===== config.mk =====
export PLATFORM = sky130hd
export DESIGN_NAME = pipeline_hazard_ctrl
export DESIGN_NICKNAME = d
export VERILOG_FILES = /design/src/rtl/pipeline_hazard_ctrl_pkg.sv /design/src/rtl/pipeline_hazard_ctrl_mdu_timer.sv /design/src/rtl/pipeline_hazard_ctrl.sv
export SDC_FILE = /design/constraint.sdc
export NUM_CORES = 1
export LEC_CHECK = 0
export CORE_UTILIZATION = 38
export DETAILED_ROUTE_END_ITERATION = 8
export HOLD_SLACK_MARGIN = 0.05
export PLACE_DENSITY = 0.78
export SYNTH_ARGS = -nofsm -noshare
export SYNTH_HDL_FRONTEND = slang
export SYNTH_SLANG_ARGS = --single-unit
export TNS_END_PERCENT = 50

===== constraint.sdc =====
create_clock -name clk -period 2.3 [get_ports clk]
set_input_delay 0.575 -clock clk [delete_from_list [all_inputs] [get_ports clk]]
set_output_delay 0.575 -clock clk [all_outputs]
set_load 0.03 [all_outputs]

===== src/rtl/pipeline_hazard_ctrl_pkg.sv =====
// Shared types for the pipeline hazard/stall sequencer: FSM states, the
// winning-cause decode and per-stage write/flush control pairs.
package pipeline_hazard_ctrl_pkg;

   typedef enum logic [1:0] {
      ST_RUN,
      ST_MDU,
      ST_EXC_PEND
   } ctrl_state_t;

   // Highest-priority event in the current cycle; drives both outputs and next state.
   typedef enum logic [2:0] {
      CAUSE_NONE,
      CAUSE_EXC,
      CAUSE_CACHE,
      CAUSE_MDU,
      CAUSE_LDUSE,
      CAUSE_BRANCH
   } stall_cause_t;

   typedef struct packed {
      logic wr;
      logic flush;
   } pipe_ctrl_t;

   localparam pipe_ctrl_t STAGE_ADVANCE = '{wr: 1'b1, flush: 1'b0};
   localparam pipe_ctrl_t STAGE_HOLD    = '{wr: 1'b0, flush: 1'b0};
   localparam pipe_ctrl_t STAGE_BUBBLE  = '{wr: 1'b1, flush: 1'b1};
   localparam pipe_ctrl_t STAGE_KILL    = '{wr: 1'b0, flush: 1'b1};

   function automatic logic load_use_hit(
      input logic [4:0] rs,
      input logic [4:0] rt,
      input logic [1:0] rsrt_read,
      input logic [4:0] dst,
      input logic       mem_read
   );
      return mem_read && (dst != 5'd0) &&
             ((rsrt_read[1] && (dst == rs)) || (rsrt_read[0] && (dst == rt)));
   endfunction

endpackage


===== src/rtl/pipeline_hazard_ctrl_mdu_timer.sv =====
// mdu_latency_timer: remaining-occupancy counter for a multicycle MUL/DIV in EXE.
// busy = an operation is in flight; done = this is its last EXE cycle.
module mdu_latency_timer #(
   parameter int unsigned CNT_W = 6
) (
   input  logic             clk,
   input  logic             resetn,
   input  logic             load,
   input  logic [CNT_W-1:0] load_val,
   input  logic             cancel,
   output logic             busy,
   output logic             done
);

   logic [CNT_W-1:0] cnt;

   always_ff @(posedge clk or negedge resetn) begin
      if (!resetn) begin
         cnt <= '0;
      end else if (cancel) begin
         cnt <= '0;
      end else if (load) begin
         cnt <= load_val;
      end else if (cnt != '0) begin
         cnt <= cnt - 1'b1;
      end
   end

   assign busy = (cnt != '0);
   assign done = (cnt <= CNT_W'(1));

endmodule


===== src/rtl/pipeline_hazard_ctrl.sv =====
// pipeline_hazard_ctrl: central stall/flush sequencer for the 5-stage pipe.
// Optional build macro PERF_CNT_EN adds Perf_LdUse/Perf_MDU/Perf_Cache counters.
module pipeline_hazard_ctrl
   import pipeline_hazard_ctrl_pkg::*;
#(
   parameter int unsigned MUL_LAT = 2,
   parameter int unsigned DIV_LAT = 33,
   parameter int unsigned CNT_W   = 6
) (
   input  logic        clk,
   input  logic        resetn,
   input  logic [4:0]  ID_rs,
   input  logic [4:0]  ID_rt,
   input  logic [1:0]  ID_rsrtRead,
   input  logic [4:0]  EXE_Dst,
   input  logic        EXE_MemRead,
   input  logic        EXE_MulDivStart,
   input  logic        EXE_IsDiv,
   input  logic        EXE_BranchTaken,
   input  logic        I_Stall,
   input  logic        D_Stall,
   input  logic        MEM_ExcValid,
   output logic        PC_Wr,
   output logic        PC_SelExc,
   output logic        ID_Wr,
   output logic        ID_Flush,
   output logic        EXE_Wr,
   output logic        EXE_Flush,
   output logic        MEM_Wr,
   output logic        MEM_Flush,
   output logic        WB_Wr,
   output logic        MDU_Cancel
`ifdef PERF_CNT_EN
   ,
   output logic [31:0] Perf_LdUse,
   output logic [31:0] Perf_MDU,
   output logic [31:0] Perf_Cache
`endif
);

   localparam logic [CNT_W-1:0] MUL_LOAD = CNT_W'(MUL_LAT - 1);
   localparam logic [CNT_W-1:0] DIV_LOAD = CNT_W'(DIV_LAT - 1);

   ctrl_state_t      state;
   ctrl_state_t      state_nxt;
   stall_cause_t     cause;
   pipe_ctrl_t       id_c;
   pipe_ctrl_t       exe_c;
   pipe_ctrl_t       mem_c;
   logic             stall_any;
   logic             exc_active;
   logic             ld_use;
   logic             mdu_start;
   logic             mdu_hold;
   logic             tmr_load;
   logic             tmr_cancel;
   logic             tmr_busy;
   logic             tmr_done;
   logic [CNT_W-1:0] load_val;

   assign stall_any  = I_Stall | D_Stall;
   assign exc_active = MEM_ExcValid | (state == ST_EXC_PEND);
   assign load_val   = EXE_IsDiv ? DIV_LOAD : MUL_LOAD;
   assign ld_use     = load_use_hit(ID_rs, ID_rt, ID_rsrtRead, EXE_Dst, EXE_MemRead);
   assign mdu_start  = (state == ST_RUN) && EXE_MulDivStart && (load_val != '0);
   // A freeze may run the timer down to 0 while still in ST_MDU; !busy then releases too.
   assign mdu_hold   = (state == ST_MDU) && tmr_busy && !tmr_done;

   always_comb begin
      cause = CAUSE_NONE;
      if (exc_active) begin
         cause = CAUSE_EXC;
      end else if (stall_any) begin
         cause = CAUSE_CACHE;
      end else if (mdu_hold || mdu_start) begin
         cause = CAUSE_MDU;
      end else if (ld_use) begin
         cause = CAUSE_LDUSE;
      end else if (EXE_BranchTaken) begin
         cause = CAUSE_BRANCH;
      end
   end

   mdu_latency_timer #(
      .CNT_W (CNT_W)
   ) u_timer (
      .clk      (clk),
      .resetn   (resetn),
      .load     (tmr_load),
      .load_val (load_val),
      .cancel   (tmr_cancel),
      .busy     (tmr_busy),
      .done     (tmr_done)
   );

   always_ff @(posedge clk or negedge resetn) begin
      if (!resetn) begin
         state <= ST_RUN;
      end else begin
         state <= state_nxt;
      end
   end

   always_comb begin
      state_nxt  = state;
      tmr_load   = 1'b0;
      tmr_cancel = MEM_ExcValid;
      case (cause)
         CAUSE_EXC:   state_nxt = stall_any ? ST_EXC_PEND : ST_RUN;
         CAUSE_CACHE: state_nxt = state;
         CAUSE_MDU: begin
            state_nxt = ST_MDU;
            tmr_load  = (state == ST_RUN);
         end
         default:     state_nxt = ST_RUN;
      endcase
   end

   always_comb begin
      PC_Wr      = 1'b1;
      PC_SelExc  = 1'b0;
      id_c       = STAGE_ADVANCE;
      exe_c      = STAGE_ADVANCE;
      mem_c      = STAGE_ADVANCE;
      WB_Wr      = 1'b1;
      MDU_Cancel = 1'b0;
      if (!resetn) begin
         PC_Wr = 1'b0;
         id_c  = STAGE_KILL;
         exe_c = STAGE_KILL;
         mem_c = STAGE_KILL;
         WB_Wr = 1'b0;
      end else begin
         case (cause)
            CAUSE_EXC: begin
               PC_Wr      = !stall_any;
               PC_SelExc  = !stall_any;
               id_c       = STAGE_KILL;
               exe_c      = STAGE_KILL;
               mem_c      = STAGE_KILL;
               WB_Wr      = 1'b0;
               MDU_Cancel = MEM_ExcValid;
            end
            CAUSE_CACHE: begin
               PC_Wr = 1'b0;
               id_c  = STAGE_HOLD;
               exe_c = STAGE_HOLD;
               mem_c = STAGE_HOLD;
               WB_Wr = 1'b0;
            end
            CAUSE_MDU: begin
               PC_Wr = 1'b0;
               id_c  = STAGE_HOLD;
               exe_c = STAGE_HOLD;
               mem_c = STAGE_BUBBLE;
            end
            CAUSE_LDUSE: begin
               PC_Wr = 1'b0;
               id_c  = STAGE_HOLD;
               exe_c = STAGE_BUBBLE;
            end
            CAUSE_BRANCH: id_c = STAGE_BUBBLE;
            default: ;
         endcase
      end
   end

   assign ID_Wr     = id_c.wr;
   assign ID_Flush  = id_c.flush;
   assign EXE_Wr    = exe_c.wr;
   assign EXE_Flush = exe_c.flush;
   assign MEM_Wr    = mem_c.wr;
   assign MEM_Flush = mem_c.flush;

`ifdef PERF_CNT_EN
   always_ff @(posedge clk or negedge resetn) begin
      if (!resetn) begin
         Perf_LdUse <= '0;
         Perf_MDU   <= '0;
         Perf_Cache <= '0;
      end else begin
         if (cause == CAUSE_LDUSE) Perf_LdUse <= Perf_LdUse + 32'd1;
         if (cause == CAUSE_MDU)   Perf_MDU   <= Perf_MDU + 32'd1;
         if (cause == CAUSE_CACHE) Perf_Cache <= Perf_Cache + 32'd1;
      end
   end
`endif

endmodule

# Yosys cells after proc, flatten, opt, wreduce, memory -nomap -nowiden
# Index checks and enable logic that the tools add are counted.
word_totals:
  out_inout_bits: 10
  input_bits: 26
  elab_cells: 61
  register_bits: 8
op_classes:
  n_mux: 26
  n_bitwise: 2
  n_reduce_logical: 20
  order_cmp: 1
  add_sub_neg: 1
  eq_ne: 9
op_table:
  columns: ["cell", "n"]
  rows:
  - ["$mux W6", 4]
  - ["$pmux W2 S3", 4]
  - ["$mux W3", 5]
  - ["$reduce_bool A6 Y1", 2]
  - ["$eq A5 B5 Y1", 2]
  - ["$logic_and A1 B1 Y1", 8]
  - ["$mux W1", 8]
  - ["$mux W2", 4]
  - ["$eq A3 B2 Y1 const B", 2]
  - ["$eq A3 B3 Y1 const B", 2]
  - ["$le A6 B1 Y1 const B", 1]
  - ["$sub A6 B1 Y6 const B", 1]
  - ["$reduce_bool A5 Y1", 1]
  - ["$reduce_or A2 Y1", 2]
  - ["$eq A3 B1 Y1 const B", 1]
  - ["$reduce_bool A3 Y1", 1]
  - ["$reduce_or A3 Y1", 1]
  - ["$eq A2 B1 Y1 const B", 1]
  - ["$eq A2 B2 Y1 const B", 1]
  - ["$logic_not A1 Y1", 2]
  - ["$logic_not A2 Y1", 1]
  - ["$logic_or A1 B1 Y1", 2]
  - ["$or A1 B1 Y1", 2]
  - ["$pmux W1 S2", 1]

# Depth between registers and ports, before layout
# Gate-level depths: netlist of the first run.
depth:
  depth_word: 12
  ltp_mapped: 6
  mapped_depth_nobuf: 6

# By module
# From an unflattened synthesis of the first run, not the netlist that was laid out.
unflattened:
  hier_cells: 95
  area_unflattened_um2: 798.3
by_module_without_submodules:
  columns: ["mod", "seq_area_each_um2", "cells_per_inst", "instances", "area_each_um2"]
  rows:
  - ["mdu_latency_timer", 150.1, 44, 1, 404.1]
  - ["pipeline_hazard_ctrl", 50.0, 51, 1, 394.1]

# Least setup slack after synthesis of the first run
# OpenSTA, ideal clock, no wires.
synth_timing:
  path_kind: "in2out"
  start: "input port EXE_Dst[4]"
  end: "output port EXE_Flush"
  t_arrival_ns: 1.936
  path_slack_ns: -0.211
  n_path_buf: 0
  cell_stages: 4
  cell_sequence: "xor2_1 -> nor4_1 -> a32oi_1 -> o31ai_1"
synth_between:
  elab_chain_cells: 12
  elab_cells_between_ends: 19
  cone_classes: "eq/ne (6); mux (6); reduce/logical (7)"
synth_lines:
  columns: ["element", "line", "text"]
  rows:
  - ["from (decl)", "pipeline_hazard_ctrl.sv:15", "input logic [4:0] EXE_Dst,"]
  - ["$eq A5 B5 Y1", "pipeline_hazard_ctrl_pkg.sv:39", "((rsrt_read[1] && (dst == rs)) || (rsrt_read[0] && (dst == rt)));"]
  - ["$logic_and A1 B1 Y1", "pipeline_hazard_ctrl_pkg.sv:39", null]
  - ["$logic_or A1 B1 Y1", "pipeline_hazard_ctrl_pkg.sv:39", null]
  - ["$logic_and A1 B1 Y1 (*)", "pipeline_hazard_ctrl_pkg.sv:38", "return mem_read && (dst != 5'd0) &&"]
  - ["$mux W3 (*)", "pipeline_hazard_ctrl.sv:77", "end else if (ld_use) begin"]
  - ["$mux W3 (*)", "pipeline_hazard_ctrl.sv:75", "end else if (mdu_hold || mdu_start) begin"]
  - ["$mux W3 (*)", "pipeline_hazard_ctrl.sv:73", "end else if (stall_any) begin"]
  - ["$mux W3 (*)", "pipeline_hazard_ctrl.sv:71", "if (exc_active) begin"]
  - ["$eq A3 B2 Y1", "pipeline_hazard_ctrl.sv:134", "case (cause)"]
  - ["$reduce_or A2 Y1 (no line)", null, null]
  - ["$pmux W2 S3 (*)", "pipeline_hazard_ctrl.sv:134", null]
  - ["$mux W2 (*)", "pipeline_hazard_ctrl.sv:127", "if (!resetn) begin"]
  - ["to (decl)", "pipeline_hazard_ctrl.sv:28", "output logic EXE_Flush,"]
# Mark *: on every way between the ends. The rest lies on a longest branch, timed or not.

# Worst setup path in the final report of the first run
layout_timing:
  start: "register u_timer.cnt[0]"
  end: "output port MEM_Flush"
layout_between:
  elab_chain_cells: 10
  elab_cells_between_ends: 14
  cone_classes: "order compare (1); eq/ne (3); mux (5); reduce/logical (5)"
layout_lines:
  columns: ["element", "line", "text"]
  rows:
  - ["from (decl)", "pipeline_hazard_ctrl_mdu_timer.sv:15", "logic [CNT_W-1:0] cnt;"]
  - ["from (signal assigned)", "pipeline_hazard_ctrl_mdu_timer.sv:23", "cnt <= load_val;"]
  - ["from (signal assigned)", "pipeline_hazard_ctrl_mdu_timer.sv:25", "cnt <= cnt - 1'b1;"]
  - ["$le A6 B1 Y1 / $reduce_bool A6 Y1 (equally long branches)", "pipeline_hazard_ctrl_mdu_timer.sv:30, pipeline_hazard_ctrl_mdu_timer.sv:29", null]
  - ["$logic_not A1 Y1 / $logic_and A1 B1 Y1 (equally long branches)", "pipeline_hazard_ctrl.sv:67", "assign mdu_hold = (state == ST_MDU) && tmr_busy && !tmr_done;"]
  - ["$logic_and A1 B1 Y1 (*)", "pipeline_hazard_ctrl.sv:67", null]
  - ["$logic_or A1 B1 Y1 (*)", "pipeline_hazard_ctrl.sv:75", null]
  - ["$mux W3 (*)", "pipeline_hazard_ctrl.sv:75", null]
  - ["$mux W3 (*)", "pipeline_hazard_ctrl.sv:73", null]
  - ["$mux W3 (*)", "pipeline_hazard_ctrl.sv:71", null]
  - ["$eq A3 B2 Y1 / $eq A3 B1 Y1 (equally long branches)", "pipeline_hazard_ctrl.sv:134", null]
  - ["$pmux W2 S3 (*)", "pipeline_hazard_ctrl.sv:134", null]
  - ["$mux W2 (*)", "pipeline_hazard_ctrl.sv:127", null]
  - ["to (decl)", "pipeline_hazard_ctrl.sv:30", "output logic MEM_Flush,"]
# Marked as above.

==> flow_summary.ini, run 1 <==
[timing]
slew_viol_final = 0
tightest_slew_ns = 0.366
worst_slew_margin_rel = 0.753
setup_tns_ns = -1.38
finClkSkew_ns = 0.00779
setup_viol = 6
max_freq_ghz = 0.391
finalHoldViolCount = 0
rsz0062_at_grt = true
timing.final.ws_setup_ns = -0.260
final_period_minus_worst_setup_slack_ns = 2.56
finalCritPeriodShare = 1.11

[worst_hold_path]
worstHoldEndpoint = state[1]
whs_path_depth = 2
hold_path.class = register to register
min_from = state[1]

[floorplanning]
start_util = 0.426
die_h_um = 44.3
dieArea_um2 = 1960
row_count = 14
ios = 36
core_area_um2 = 1590
die_w_um = 44.3

[grt]
antenna_found_initial = 0
grt_usage = 0.258
grt_pass1_vias = 865
grt_first_pass_wirelength_mm = 3.64
grt_max_degree = 9
gr-total-overflow = 0

[synth]
post_synth_xor_area_fraction = 0.193
ys_seq_area_frac = 0.295
synthAdderAreaFrac = 0.0552
synthArstFlopShare = 1.00
synth_top_family_by_area = simple AND/OR/NAND/NOR gates
syn_area_um2 = 679
synth_ff_type = dfrtp_1
synth.largest_area_cell = dfrtp_1
synth_cells = 84
synth_seq_cells = 8
avgSynthCellArea_um2 = 8.09
syn_nets = 113
ys_types = 29
synth_area_leaders = dfrtp_1, xor2_1, nor2_1
synthSimpleGateAreaFrac = 0.295
synth_compound_area_frac = 0.134
yosys.area.top_type_share = 0.295
ys_warn_count = 0
synth_mux_area_frac = 0
synth_edf_count = 0

[detailed_routing]
avgViaCountPerCell = 5.11
dr.pass1.iters = 4
routed_wl_mm = 2.34
drtAntennaViolNets = 0
vias = 848
drtIter0Drc = 21
drc = 0
wl_per_cell_um = 14.1

[finish]
syn2layout_area_growth_pct = 93.2
final_cell_mix = buf_4, clkdlybuf4s50_1, xor2_1, dlygate4sd2_1, nor2_1
drive_gt1_frac = 0.415
layoutNonFillerInstCount = 166
diodes = 0
final_common_cell = buf_4
nets = 173

[critical_path]
regToRegEndpoint = state[0]
worstSetupPathType = register to output pin
reg2reg_slack_ns = 0.35
cp.required_ns = 1.73
r2r_start = u_timer.cnt[0]
crit_path_max_incr_delay_ns = 0.39
slowest_stage = dfrtp_1
crit_path_max_fanout = 5
r2r_cells = 8
endpoint_kind = output pin
cp-start-kind = register
cp_num_buf_inv = 2
crit_arrival_ns = 1.99
path_delay_family = simple AND/OR/NAND/NOR gates
path_cells = inv_2 -> ha_2 -> or3_4 -> a311o_1 -> nand2b_4 -> nand2_2 -> buf_6

[status]
violations = setup timing
outcome = finished with violations

[place]
gp_congestion = 0.782
dp_hpwl_mm = 1.77
port_buffers = 35
placed_cells = 160
dp_worst_setup_slack_ns = -0.527

[clocking]
clk_latency_ns = 0.27
cts_hold_buf = 0
clk_pin_slew_ns = 0.06
clk_path_buf_depth = 2
h-tree-depth = 1
cts_root_buf = clkbuf_4
tritoncts = built
cts_buffers = 3
clock-sinks = 8

[power]
power.density_cell_area_nw_per_um2 = 694
p_leak_nw = 0.606
vdd_ir_drop_max_v = 0.000894

[job]
maxCapViolations = 0
## synthesized netlist by cell type (all sizes together) (2+ instances only)
cell	number
nand3	3
nand2b	2
inv	5
ha	3
o21ai	4
dfrtp	8
xnor2	3
nor4	3
nor2	13
xor2	12
and2	3
a21oi	4
nand2	8
and3	2
## layer usage
| layer | GRT usage | vias up | routed length, µm |
|---|---|---|---|
| met5 | 0 | - | 0 |
| met4 | 0.0727 | 0 | 29 |
| met3 | 0.0653 | 6 | 132 |
| met2 | 0.494 | 31 | 1290 |
| met1 | 0.276 | 404 | 890 |
| li1 | - | 407 | - |
## repair_timing
action / 4_1_cts / 5_1_grt
gates resized for setup: 41 / 3
endpoints found under the hold margin: 0 / 0
setup buffers: 1 / 2
gates cloned: 0 / 0
setup endpoints to repair: 7 / 7
pin swaps: 14 / 2
## worst register-to-register path, stage by stage, from the launching register on
cell and delay, ns:
dfrtp_1 0.39, inv_2 0.08, ha_2 0.20, or3_4 0.32
a311o_1 0.36, nand2b_4 0.18, buf_4 0.12, buf_4 0.12
a21boi_2 0.10
## sequential cells by signal (all words and copies together) (netlist names)
name and cells:
state 2, u_timer.cnt 6
## where the power goes
part	switching, mW	internal (mW)
clock	0.0547	0.0602
combinational	0.274	0.287
sequential	0.0474	0.188
total	0.376	0.535
## cells by family after synthesis
logic type	count (synthesis)
and+or+nand+nor	39
buffers and inverters	5
xor gates and xnor gates	15
DFF	8
AOI/OAI and AO/OA	14
adders and majority gates	3
## layout make-up
type                            instances  area, µm²
Multi-Input combinational cell         71        568
Timing Repair Buffer                   55        473
Fill cell                             102        282
Sequential cell                         8        200
Tap cell                               24       30.0
Clock buffer                            3       22.5
Inverter                                5       18.8
## worst max path at each step
stage / startpoint / endpoint / slack [ns] / cells after the start
CTS: u_timer.cnt[0] / MEM_Flush / -0.24 / 7
finish: u_timer.cnt[0] / MEM_Flush / -0.26 / 7
floorplan: EXE_Dst[1] / PC_Wr / -0.18 / 4
global route: u_timer.cnt[0] / PC_Wr / -0.33 / 7
global placement: EXE_Dst[2] / ID_Wr / -0.50 / 6
detailed placement: EXE_Dst[2] / ID_Wr / -0.53 / 6
## stage by stage
step | hold WS (ns) | power, mW | area [µm²] | util
2_1_floorplan | 0.279 | 0.510 | 701 | -
3_3_place_gp | 0.516 | 0.675 | 1180 | 0.743
3_5_place_dp | 0.535 | 0.696 | 1180 | 0.743
4_1_cts | 0.548 | 0.864 | 1290 | 0.807
5_1_grt | 0.621 | 0.977 | 1310 | 0.823
6_report | 0.574 | 0.911 | 1310 | 0.823
Note: power is estimated with default switching activity, not from simulation.
==> run 2: changes to the inputs <==
--- a/config.mk
+++ b/config.mk
@@ -6,6 +6,7 @@
 export NUM_CORES = 1
 export LEC_CHECK = 0
 export CORE_UTILIZATION = 38
+export CTS_CLUSTER_SIZE = 20
 export DETAILED_ROUTE_END_ITERATION = 8
 export HOLD_SLACK_MARGIN = 0.05
 export PLACE_DENSITY = 0.78
==> results of run 2 <==
No change in the layout: final DEF, timing and power equal those of run 1.
